`config.mk`:
```
export PLATFORM = sky130hd
export DESIGN_NAME = alu_sequencer
export DESIGN_NICKNAME = d
export VERILOG_FILES = /design/src/rtl/alu_sequencer.sv
export SDC_FILE = /design/constraint.sdc
export NUM_CORES = 1
export LEC_CHECK = 0
export CORE_ASPECT_RATIO = 2
export CORE_MARGIN = 2
export CORE_UTILIZATION = 43
export CTS_CLUSTER_SIZE = 25
export DETAILED_ROUTE_END_ITERATION = 12
export GPL_TIMING_DRIVEN = 0
export MAX_ROUTING_LAYER = met4
export PLACE_DENSITY = 0.77
export SLEW_MARGIN = 30
export SYNTH_ARGS = -nofsm -noshare
export SYNTH_HDL_FRONTEND = slang
export SYNTH_SLANG_ARGS = --single-unit
```
`constraint.sdc`:
```
create_clock -name clk -period 4.4 [get_ports clk]
set_clock_uncertainty 0.1 [all_clocks]
set_input_delay 1.32 -clock clk [delete_from_list [all_inputs] [get_ports clk]]
set_output_delay 1.32 -clock clk [all_outputs]
set_load 0.03 [all_outputs]
```
`src/rtl/alu_sequencer.sv`:
```
// Hardwired fetch/execute sequencer for the 32-bit datapath's register-format ALU instructions.
// Optional single-step gating of T0 is enabled by defining ALU_SEQ_STEP_EN.
module alu_sequencer #(
  parameter int CNT_W      = 16,
  parameter int T1_TIMEOUT = 15
) (
  input  logic             clk,
  input  logic             reset,
  input  logic             start,
  input  logic             mem_ready,
`ifdef ALU_SEQ_STEP_EN
  input  logic             step,
`endif
  input  logic [31:0]      ir,
  output logic             Gra,
  output logic             Grb,
  output logic             Grc,
  output logic             Rin,
  output logic             Rout,
  output logic             PCout,
  output logic             IncPC,
  output logic             MARin,
  output logic             Read,
  output logic             MDRin,
  output logic             MDRout,
  output logic             IRin,
  output logic             Yin,
  output logic             Zin,
  output logic             Zlowout,
  output logic             Zhighout,
  output logic             LOin,
  output logic             HIin,
  output logic [12:0]      alu_sel,
  output logic             busy,
  output logic             halted,
  output logic [1:0]       fault,
  output logic [CNT_W-1:0] retired
);

  typedef enum logic [3:0] {
    S_IDLE, S_T0, S_T1, S_T2, S_T3, S_T4, S_T5, S_T6, S_HALT
  } state_t;

  localparam int TW = (T1_TIMEOUT > 1) ? $clog2(T1_TIMEOUT + 1) : 1;
  localparam logic [TW-1:0] WAIT_LAST = (T1_TIMEOUT > 0) ? TW'(T1_TIMEOUT - 1) : '0;

  state_t        state;
  logic [4:0]    op_reg;
  logic [TW-1:0] wait_cnt;

  logic [4:0]  cur_op;
  logic        bin_op, md_op, un_op, halt_op;
  logic [12:0] alu_code;
  logic        t0_go;
  logic        unused_ir;

  assign unused_ir = ^ir[26:0];

  // The opcode lives in IR during T3 only; later execute cycles use the captured copy.
  assign cur_op = (state == S_T3) ? ir[31:27] : op_reg;

`ifdef ALU_SEQ_STEP_EN
  assign t0_go = (state == S_T0) && step;
`else
  assign t0_go = (state == S_T0);
`endif

  always_comb begin
    bin_op   = 1'b0;
    md_op    = 1'b0;
    un_op    = 1'b0;
    halt_op  = 1'b0;
    alu_code = '0;
    case (cur_op)
      5'b00011: begin bin_op = 1'b1; alu_code = 13'h0400; end  // ADD
      5'b00100: begin bin_op = 1'b1; alu_code = 13'h0200; end  // SUB
      5'b00101: begin bin_op = 1'b1; alu_code = 13'h1000; end  // AND
      5'b00110: begin bin_op = 1'b1; alu_code = 13'h0800; end  // OR
      5'b00111: begin bin_op = 1'b1; alu_code = 13'h0008; end  // ROR
      5'b01000: begin bin_op = 1'b1; alu_code = 13'h0004; end  // ROL
      5'b01001: begin bin_op = 1'b1; alu_code = 13'h0040; end  // SHR
      5'b01010: begin bin_op = 1'b1; alu_code = 13'h0020; end  // SHRA
      5'b01011: begin bin_op = 1'b1; alu_code = 13'h0010; end  // SHL
      5'b01111: begin md_op  = 1'b1; alu_code = 13'h0100; end  // MUL
      5'b10000: begin md_op  = 1'b1; alu_code = 13'h0080; end  // DIV
      5'b10001: begin un_op  = 1'b1; alu_code = 13'h0002; end  // NEG
      5'b10010: begin un_op  = 1'b1; alu_code = 13'h0001; end  // NOT
      5'b11011: halt_op = 1'b1;
      default:  ;
    endcase
  end

  always_ff @(posedge clk or negedge reset) begin
    if (!reset) begin
      state    <= S_IDLE;
      op_reg   <= '0;
      wait_cnt <= '0;
      fault    <= 2'b00;
      retired  <= '0;
    end else begin
      case (state)
        S_IDLE: if (start) state <= S_T0;
        S_T0: begin
          if (t0_go) begin
            state    <= S_T1;
            wait_cnt <= '0;
          end
        end
        S_T1: begin
          if (mem_ready) begin
            state <= S_T2;
          end else if ((T1_TIMEOUT > 0) && (wait_cnt == WAIT_LAST)) begin
            fault <= 2'b10;
            state <= S_HALT;
          end else begin
            wait_cnt <= wait_cnt + TW'(1);
          end
        end
        S_T2: state <= S_T3;
        S_T3: begin
          op_reg <= ir[31:27];
          if (bin_op || md_op || un_op) begin
            state <= S_T4;
          end else if (halt_op) begin
            retired <= retired + CNT_W'(1);
            state   <= S_HALT;
          end else begin
            fault <= 2'b01;
            state <= S_HALT;
          end
        end
        S_T4: begin
          if (un_op) begin
            retired <= retired + CNT_W'(1);
            state   <= S_T0;
          end else begin
            state <= S_T5;
          end
        end
        S_T5: begin
          if (md_op) begin
            state <= S_T6;
          end else begin
            retired <= retired + CNT_W'(1);
            state   <= S_T0;
          end
        end
        S_T6: begin
          retired <= retired + CNT_W'(1);
          state   <= S_T0;
        end
        S_HALT:  state <= S_HALT;
        default: state <= S_IDLE;
      endcase
    end
  end

  // Strobes are decoded from the registered state so reset clears them immediately.
  always_comb begin
    Gra      = 1'b0;
    Grb      = 1'b0;
    Grc      = 1'b0;
    Rin      = 1'b0;
    Rout     = 1'b0;
    PCout    = 1'b0;
    IncPC    = 1'b0;
    MARin    = 1'b0;
    Read     = 1'b0;
    MDRin    = 1'b0;
    MDRout   = 1'b0;
    IRin     = 1'b0;
    Yin      = 1'b0;
    Zin      = 1'b0;
    Zlowout  = 1'b0;
    Zhighout = 1'b0;
    LOin     = 1'b0;
    HIin     = 1'b0;
    alu_sel  = '0;
    case (state)
      S_T0: begin
        PCout = t0_go;
        MARin = t0_go;
        IncPC = t0_go;
      end
      S_T1: begin
        Read  = 1'b1;
        MDRin = 1'b1;
      end
      S_T2: begin
        MDRout = 1'b1;
        IRin   = 1'b1;
      end
      S_T3: begin
        if (bin_op) begin
          Grb  = 1'b1;
          Rout = 1'b1;
          Yin  = 1'b1;
        end else if (md_op) begin
          Gra  = 1'b1;
          Rout = 1'b1;
          Yin  = 1'b1;
        end else if (un_op) begin
          Grb     = 1'b1;
          Rout    = 1'b1;
          Zin     = 1'b1;
          alu_sel = alu_code;
        end
      end
      S_T4: begin
        if (un_op) begin
          Zlowout = 1'b1;
          Gra     = 1'b1;
          Rin     = 1'b1;
        end else begin
          Grc     = bin_op;
          Grb     = md_op;
          Rout    = 1'b1;
          Zin     = 1'b1;
          alu_sel = alu_code;
        end
      end
      S_T5: begin
        Zlowout = 1'b1;
        Gra     = bin_op;
        Rin     = bin_op;
        LOin    = md_op;
      end
      S_T6: begin
        Zhighout = 1'b1;
        HIin     = 1'b1;
      end
      default: ;
    endcase
  end

  assign busy   = (state != S_IDLE) && (state != S_HALT);
  assign halted = (state == S_HALT);

endmodule

```
==> results of run 1 <==
## placed cells by master (no fill, tap or decap), types with 3 or more instances in the layout
| cell type | Yosys | final |
|---|---|---|
| and3_1 | 5 | 5 |
| xnor2_1 | 8 | 8 |
| nor4b_1 | 3 | 3 |
| inv_1 | 11 | 11 |
| and2_1 | 4 | 4 |
| nand3b_1 | 4 | 4 |
| nor3_1 | 12 | 12 |
| o21ai_0 | 5 | 5 |
| nor2b_1 | 3 | 3 |
| nand2_1 | 17 | 17 |
| clkdlybuf4s50_1 | 0 | 35 |
| xor2_1 | 9 | 9 |
| nand3_1 | 18 | 18 |
| ha_1 | 3 | 3 |
| mux2_2 | 4 | 4 |
| dfrtp_1 | 31 | 31 |
| a211oi_1 | 5 | 5 |
| nor4_1 | 3 | 3 |
| nand2b_1 | 8 | 8 |
| buf_2 | 5 | 10 |
| buf_4 | 6 | 11 |
| nand4b_1 | 3 | 3 |
| nor2_1 | 23 | 22 |
| dlygate4sd2_1 | 0 | 7 |
| clkdlybuf4s15_2 | 0 | 3 |
| clkbuf_4 | 0 | 3 |
| a21oi_1 | 10 | 10 |
| nand4_1 | 6 | 6 |
| clkbuf_2 | 0 | 5 |
| clkbuf_1 | 6 | 4 |
| clkbuf_8 | 0 | 6 |
## metal layers
| layer | GRT usage [%] | part of all wire (%) | vias up | wire length (um) |
|---|---|---|---|---|
| met1 | 22.4 | 39 | 948 | 2180 |
| li1 | - | - | 1025 | - |
| met3 | 2.30 | 3.3 | 12 | 183 |
| met4 | 11.4 | 3.1 | 0 | 172 |
| met5 | - | 0 | - | 0 |
| met2 | 37.5 | 54 | 61 | 3020 |
## worst max-delay path, cell delays in order
cell and delay (ns):
dlygate4sd2_1 0.32, and2_1 0.18, buf_2 0.14, nand2b_1 0.17
a31oi_2 0.25, o21ai_0 0.11, o211a_1 0.19, clkdlybuf4s15_2 0.29
## cells by family (layout without fill, tap and decap cells)
group / count (synthesis) / after routing / synth area share (%)
simple gates: 121 / 121 / 31.4
compound gates: 41 / 41 / 13.1
flops: 31 / 31 / 35.9
buf+inv: 29 / 98 / 6.72
xor+xnor: 18 / 18 / 7.65
mux: 7 / 7 / 3.48
fa+ha+maj: 3 / 3 / 1.74
## power breakdown
part	internal, W	switching, W
clock	0.000183	0.000104
sequential	0.000350	0.0000854
combinational	0.000345	0.000489
total	0.000879	0.000679
## through the flow
step	area (um2)	instances	util (%)	hold WS (ns)
floorplan	2160	250	-	0.405
global placement	2820	366	58.0	0.355
detailed placement	2820	366	57.9	0.379
CTS	2930	375	60.3	0.388
global route	2920	376	60.0	0.412
finish	2920	376	60.0	0.379
## what timing repair did
item | CTS | global route
setup buffers | 1 | 1
cloned | 0 | 0
gates resized for setup | 78 | 13
setup endpoints to repair | 20 | 10
pin swaps | 1 | 0
## worst paths after layout
| kind | start | end | slack (ns) | cells after the start |
|---|---|---|---|---|
| min reg2reg | retired[15]$_DFFE_PN0P_ | retired[15]$_DFFE_PN0P_ | 0.38 | 1 |
| min in group asynchronous | reset | wait_cnt[0]$_DFFE_PN0P_ | 0.97 | 1 |
| max | ir[28] | Gra | 0.002 | 8 |
| max in group asynchronous | reset | op_reg[4]$_DFF_PN0_ | 2.78 | 1 |
| max reg2reg | op_reg[3]$_DFF_PN0_ | retired[1]$_DFFE_PN0P_ | 2.17 | 6 |
| min | retired[15]$_DFFE_PN0P_ | retired[15]$_DFFE_PN0P_ | 0.38 | 1 |
## area by class of cell
type / count / share of cell area [%]
Multi-Input combinational cell: 190 / 43.2
Sequential cell: 31 / 26.6
Timing Repair Buffer: 61 / 18.4
Buffer: 18 / 3.90
Clock buffer: 6 / 2.83
Tap cell: 57 / 2.44
Inverter: 11 / 1.42
Clock inverter: 2 / 1.20
==> flow_metrics.tcl, run 1 <==
set metrics [dict create \
    yosysMostFrequentCell "dfrtp_1" \
    netlist_area_um2 2160 \
    drt-initial-drc-count 25 \
    num_rows 36 \
    diodes 0 \
    required_ns 2.98 \
    dp_hpwl_um 4210 \
    wl_per_cell_um 14.8 \
    totalWireLength_um 5550 \
    post-route-drc-count 0 \
    setup_tns_ns 0 \
    vias 2046 \
    io_buffers 59 \
    die_y_um 104 \
    synthFlopType "dfrtp_1" \
    gp_congestion 0.940 \
    synth_seq_cells 31 \
    avgSynthCellArea_um2 8.64 \
    hold_violations 0 \
    status "finished clean" \
    crit_path_max_fanout 6 \
    largest_reg_flops 16 \
    synthTopCellsByArea "dfrtp_1, nand3_1, nor2_1, xor2_1, xnor2_1" \
    yosysWarnings 0 \
    drtPass1Iterations 4 \
    relSlewSlack_pct 54.6 \
    cts-root-buf "clkbuf_8" \
    pre_cts_slack_ns -0.731 \
    ys_async_sr_fraction_pct 100 \
    initial_core_util_pct 44.4 \
    cts_buffer_depth 2 \
    seq_area_um2 776 \
    drv_slew 0 \
    critPathCaptureType "primary output" \
    leakage_nw 1.25 \
    timing.final.ws_setup_ns 0.00225 \
    ant_nets 0 \
    synth-seq-area-share_pct 35.9 \
    synth.distinct_cells 54 \
    syn_inst 250 \
    syn_nets 289 \
    fin_crit_sh_pct 99.9 \
    setup_viol 0 \
    startpoint_type "input port" \
    power.total_w 0.00156 \
    rsz0062_at_grt "yes" \
    die_x_um 54.1 \
    clk_latency_ns 0.28 \
    crit_arrival_ns 2.98 \
    cts_tree "built" \
    drv_cap 0 \
    power_density_nw_per_um2 534 \
    grt_max_degree 32 \
    dieArea_um2 5640 \
    io-pin-count 87 \
    synth-edff-count 0 \
    fill_cells 442 \
    grt_pass1_wl_um 9080 \
    period_needed_ns 4.40 \
    criticalPathCategory "input port to primary output" \
    syn2layout_area_growth_pct 35.1 \
    core_area_um2 4860 \
    drive_above_1_share_pct 18.2 \
    cts.sinks 31 \
    path_clk_slew_ns 0.06 \
    netlist.area_leader.share_pct 35.9 \
    htree_num_levels 2 \
    grt_pass1_vias 2026 \
    hold_buffers 0 \
    cts_buffers 5 \
    vdd_ir_drop_max_mv 0.306 \
    clock.fmax_ghz 0.227 \
    hold_path_class "register to register" \
    antenna_found_initial 0 \
    track_usage_pct 21.6 \
    worst_pin_slew_ns 0.681 \
    finalNetCount 357 \
    multiInputGateArea_um2 1260 \
    yosysTopAreaCell "dfrtp_1" \
    synth_common_cells "dfrtp_1, nor2_1, nand3_1" \
    viasPerCell 5.44 \
    overflow 0 \
]
No activity file was read; power rests on OpenSTA's default activity.
==> run 2, diff against run 1 <==
--- a/config.mk
+++ b/config.mk
@@ -6,7 +6,7 @@
 export NUM_CORES = 1
 export LEC_CHECK = 0
 export CORE_ASPECT_RATIO = 2
-export CORE_MARGIN = 2
+export CORE_MARGIN = 4
 export CORE_UTILIZATION = 43
 export CTS_CLUSTER_SIZE = 25
 export DETAILED_ROUTE_END_ITERATION = 12
==> flow_metrics.tcl, run 2 (synthesis results as in run 1) <==
set metrics [dict create \
    grt_pass1_wl_um 9520 \
    drt-initial-drc-count 30 \
    period_needed_ns 4.27 \
    critPathCaptureType "primary output" \
    core_area_um2 4860 \
    cts-root-buf "clkbuf_8" \
    hold_buffers 0 \
    power.total_w 0.00150 \
    leakage_nw 1.28 \
    crit_arrival_ns 2.85 \
    status "finished clean" \
    diodes 0 \
    antenna_found_initial 0 \
    gp_congestion 0.882 \
    ant_nets 0 \
    cts_buffers 5 \
    required_ns 2.98 \
    grt_max_degree 32 \
    num_rows 36 \
    criticalPathCategory "input port to primary output" \
    die_x_um 58.1 \
    hold_violations 0 \
    htree_num_levels 2 \
    critPathMaxStageDelay_ns 0.30 \
    fin_crit_sh_pct 97.1 \
    final_cells 377 \
    startpoint_type "input port" \
    wl_per_cell_um 15.3 \
    clock.fmax_ghz 0.234 \
    relSlewSlack_pct 52.8 \
    cp_slowest_cell "dlygate4sd2_1" \
    crit_path_max_fanout 10 \
    min_path_cells 1 \
    drv_slew 0 \
    grt_pass1_vias 2066 \
    clk_latency_ns 0.28 \
    utilization_pct 59.8 \
    pre_cts_slack_ns -0.732 \
    finish.instance_area_um2 2910 \
    dpl.cell_count 366 \
    cts_tree "built" \
    vias 2088 \
    vdd_ir_drop_max_mv 0.352 \
    initial_core_util_pct 44.4 \
    cts_buffer_depth 2 \
    drtPass1Iterations 4 \
    io_buffers 59 \
    die_y_um 108 \
    syn2layout_area_growth_pct 34.6 \
    post-route-drc-count 0 \
    track_usage_pct 19.6 \
    totalWireLength_um 5780 \
    dieArea_um2 6290 \
    io-pin-count 87 \
    worstPathCellList "dlygate4sd2_1, clkbuf_4, a21oi_1, mux2i_1, o22a_1, nand2b_1, nand2_1, clkdlybuf4s15_2" \
    drv_cap 0 \
    fill_cells 454 \
    setup_viol 0 \
    overflow 0 \
    rsz0062_at_grt "no" \
    cts.sinks 31 \
    timing.final.ws_setup_ns 0.127 \
    power_density_nw_per_um2 517 \
    worst_pin_slew_ns 0.708 \
    dp_hpwl_um 4450 \
    viasPerCell 5.54 \
    final_cell_mix "clkdlybuf4s50_1, dfrtp_1, nor2_1, nand3_1, nand2_1" \
    drive_above_1_share_pct 18.4 \
    hold_path_class "register to register" \
    final_common_cell "clkdlybuf4s50_1" \
    rr_worst_depth 6 \
    largest_reg_flops 16 \
    path_clk_slew_ns 0.06 \
    dpl_cell_area_um2 2820 \
    finalNetCount 358 \
]
-- run 2: cell count changes in the layout (fill, tap and decap cells not counted), sizes merged --
cell and delta:
clkdlybuf4s50 -2, bufinv -1, buf +3, clkdlybuf4s15 -1, clkdlybuf4s18 +1, dlygate4sd2 -1
dlymetal6s2s +2
-- run 2: final cells by class --
type                            instances  area (um2)  area share, %
Buffer                                 18         111           3.83
Clock buffer                            7        76.3           2.62
Clock inverter                          1        5.00          0.172
Inverter                               11        41.3           1.42
Multi-Input combinational cell        190        1280           44.1
Sequential cell                        31         776           26.7
Tap cell                               57        71.3           2.45
Timing Repair Buffer                   62         546           18.8
-- run 2: critical path, delay by kind of cell --
family / cells / cell delay [ns]
buf+inv: 3 / 0.80
compound gates: 2 / 0.36
simple gates: 2 / 0.28
mux: 1 / 0.09
-- run 2: repair_timing --
item / in CTS / in global routing
hold endpoints to repair: 0 / 0
resized for setup: 79 / 21
pin swaps: 1 / 1
setup endpoints to repair: 20 / 13
buffers inserted: 1 / 2
-- run 2: per-stage QoR --
step / hold WS (ns) / setup TNS (ns)
finish: 0.366 / 0
global placement: 0.356 / -10.19
global route: 0.397 / 0
floorplan: 0.405 / 0
detailed placement: 0.360 / -10.21
CTS: 0.372 / 0
-- run 2: where the power goes --
part / switching (W) / leakage [nW] / internal (W) / total [W]
Sequential: 0.0000833 / 0.374 / 0.000350 / 0.000434
Clock: 0.000103 / 0.0422 / 0.000111 / 0.000214
Combinational: 0.000500 / 0.859 / 0.000356 / 0.000856
-- run 2: final timing paths --
check                                          end               startpoint  slack (ns)
setup / recovery                              Rout                   ir[30]        0.13
hold / removal             retired[15]$_DFFE_PN0P_  retired[15]$_DFFE_PN0P_        0.37
setup reg to reg            retired[1]$_DFFE_PN0P_      op_reg[3]$_DFF_PN0_        2.08
hold reg to reg            retired[15]$_DFFE_PN0P_  retired[15]$_DFFE_PN0P_        0.37
max in group asynchronous   retired[0]$_DFFE_PN0P_                    reset        2.76
min in group asynchronous  wait_cnt[0]$_DFFE_PN0P_                    reset        0.98
-- run 2: layer usage --
| layer | global-route usage (%) | vias up | routed length [um] |
|---|---|---|---|
| met5 | - | - | 0 |
| met2 | 35.1 | 58 | 3230 |
| met4 | 7.96 | 0 | 152 |
| met1 | 21.4 | 987 | 2160 |
| li1 | - | 1028 | - |
| met3 | 2.39 | 15 | 237 |
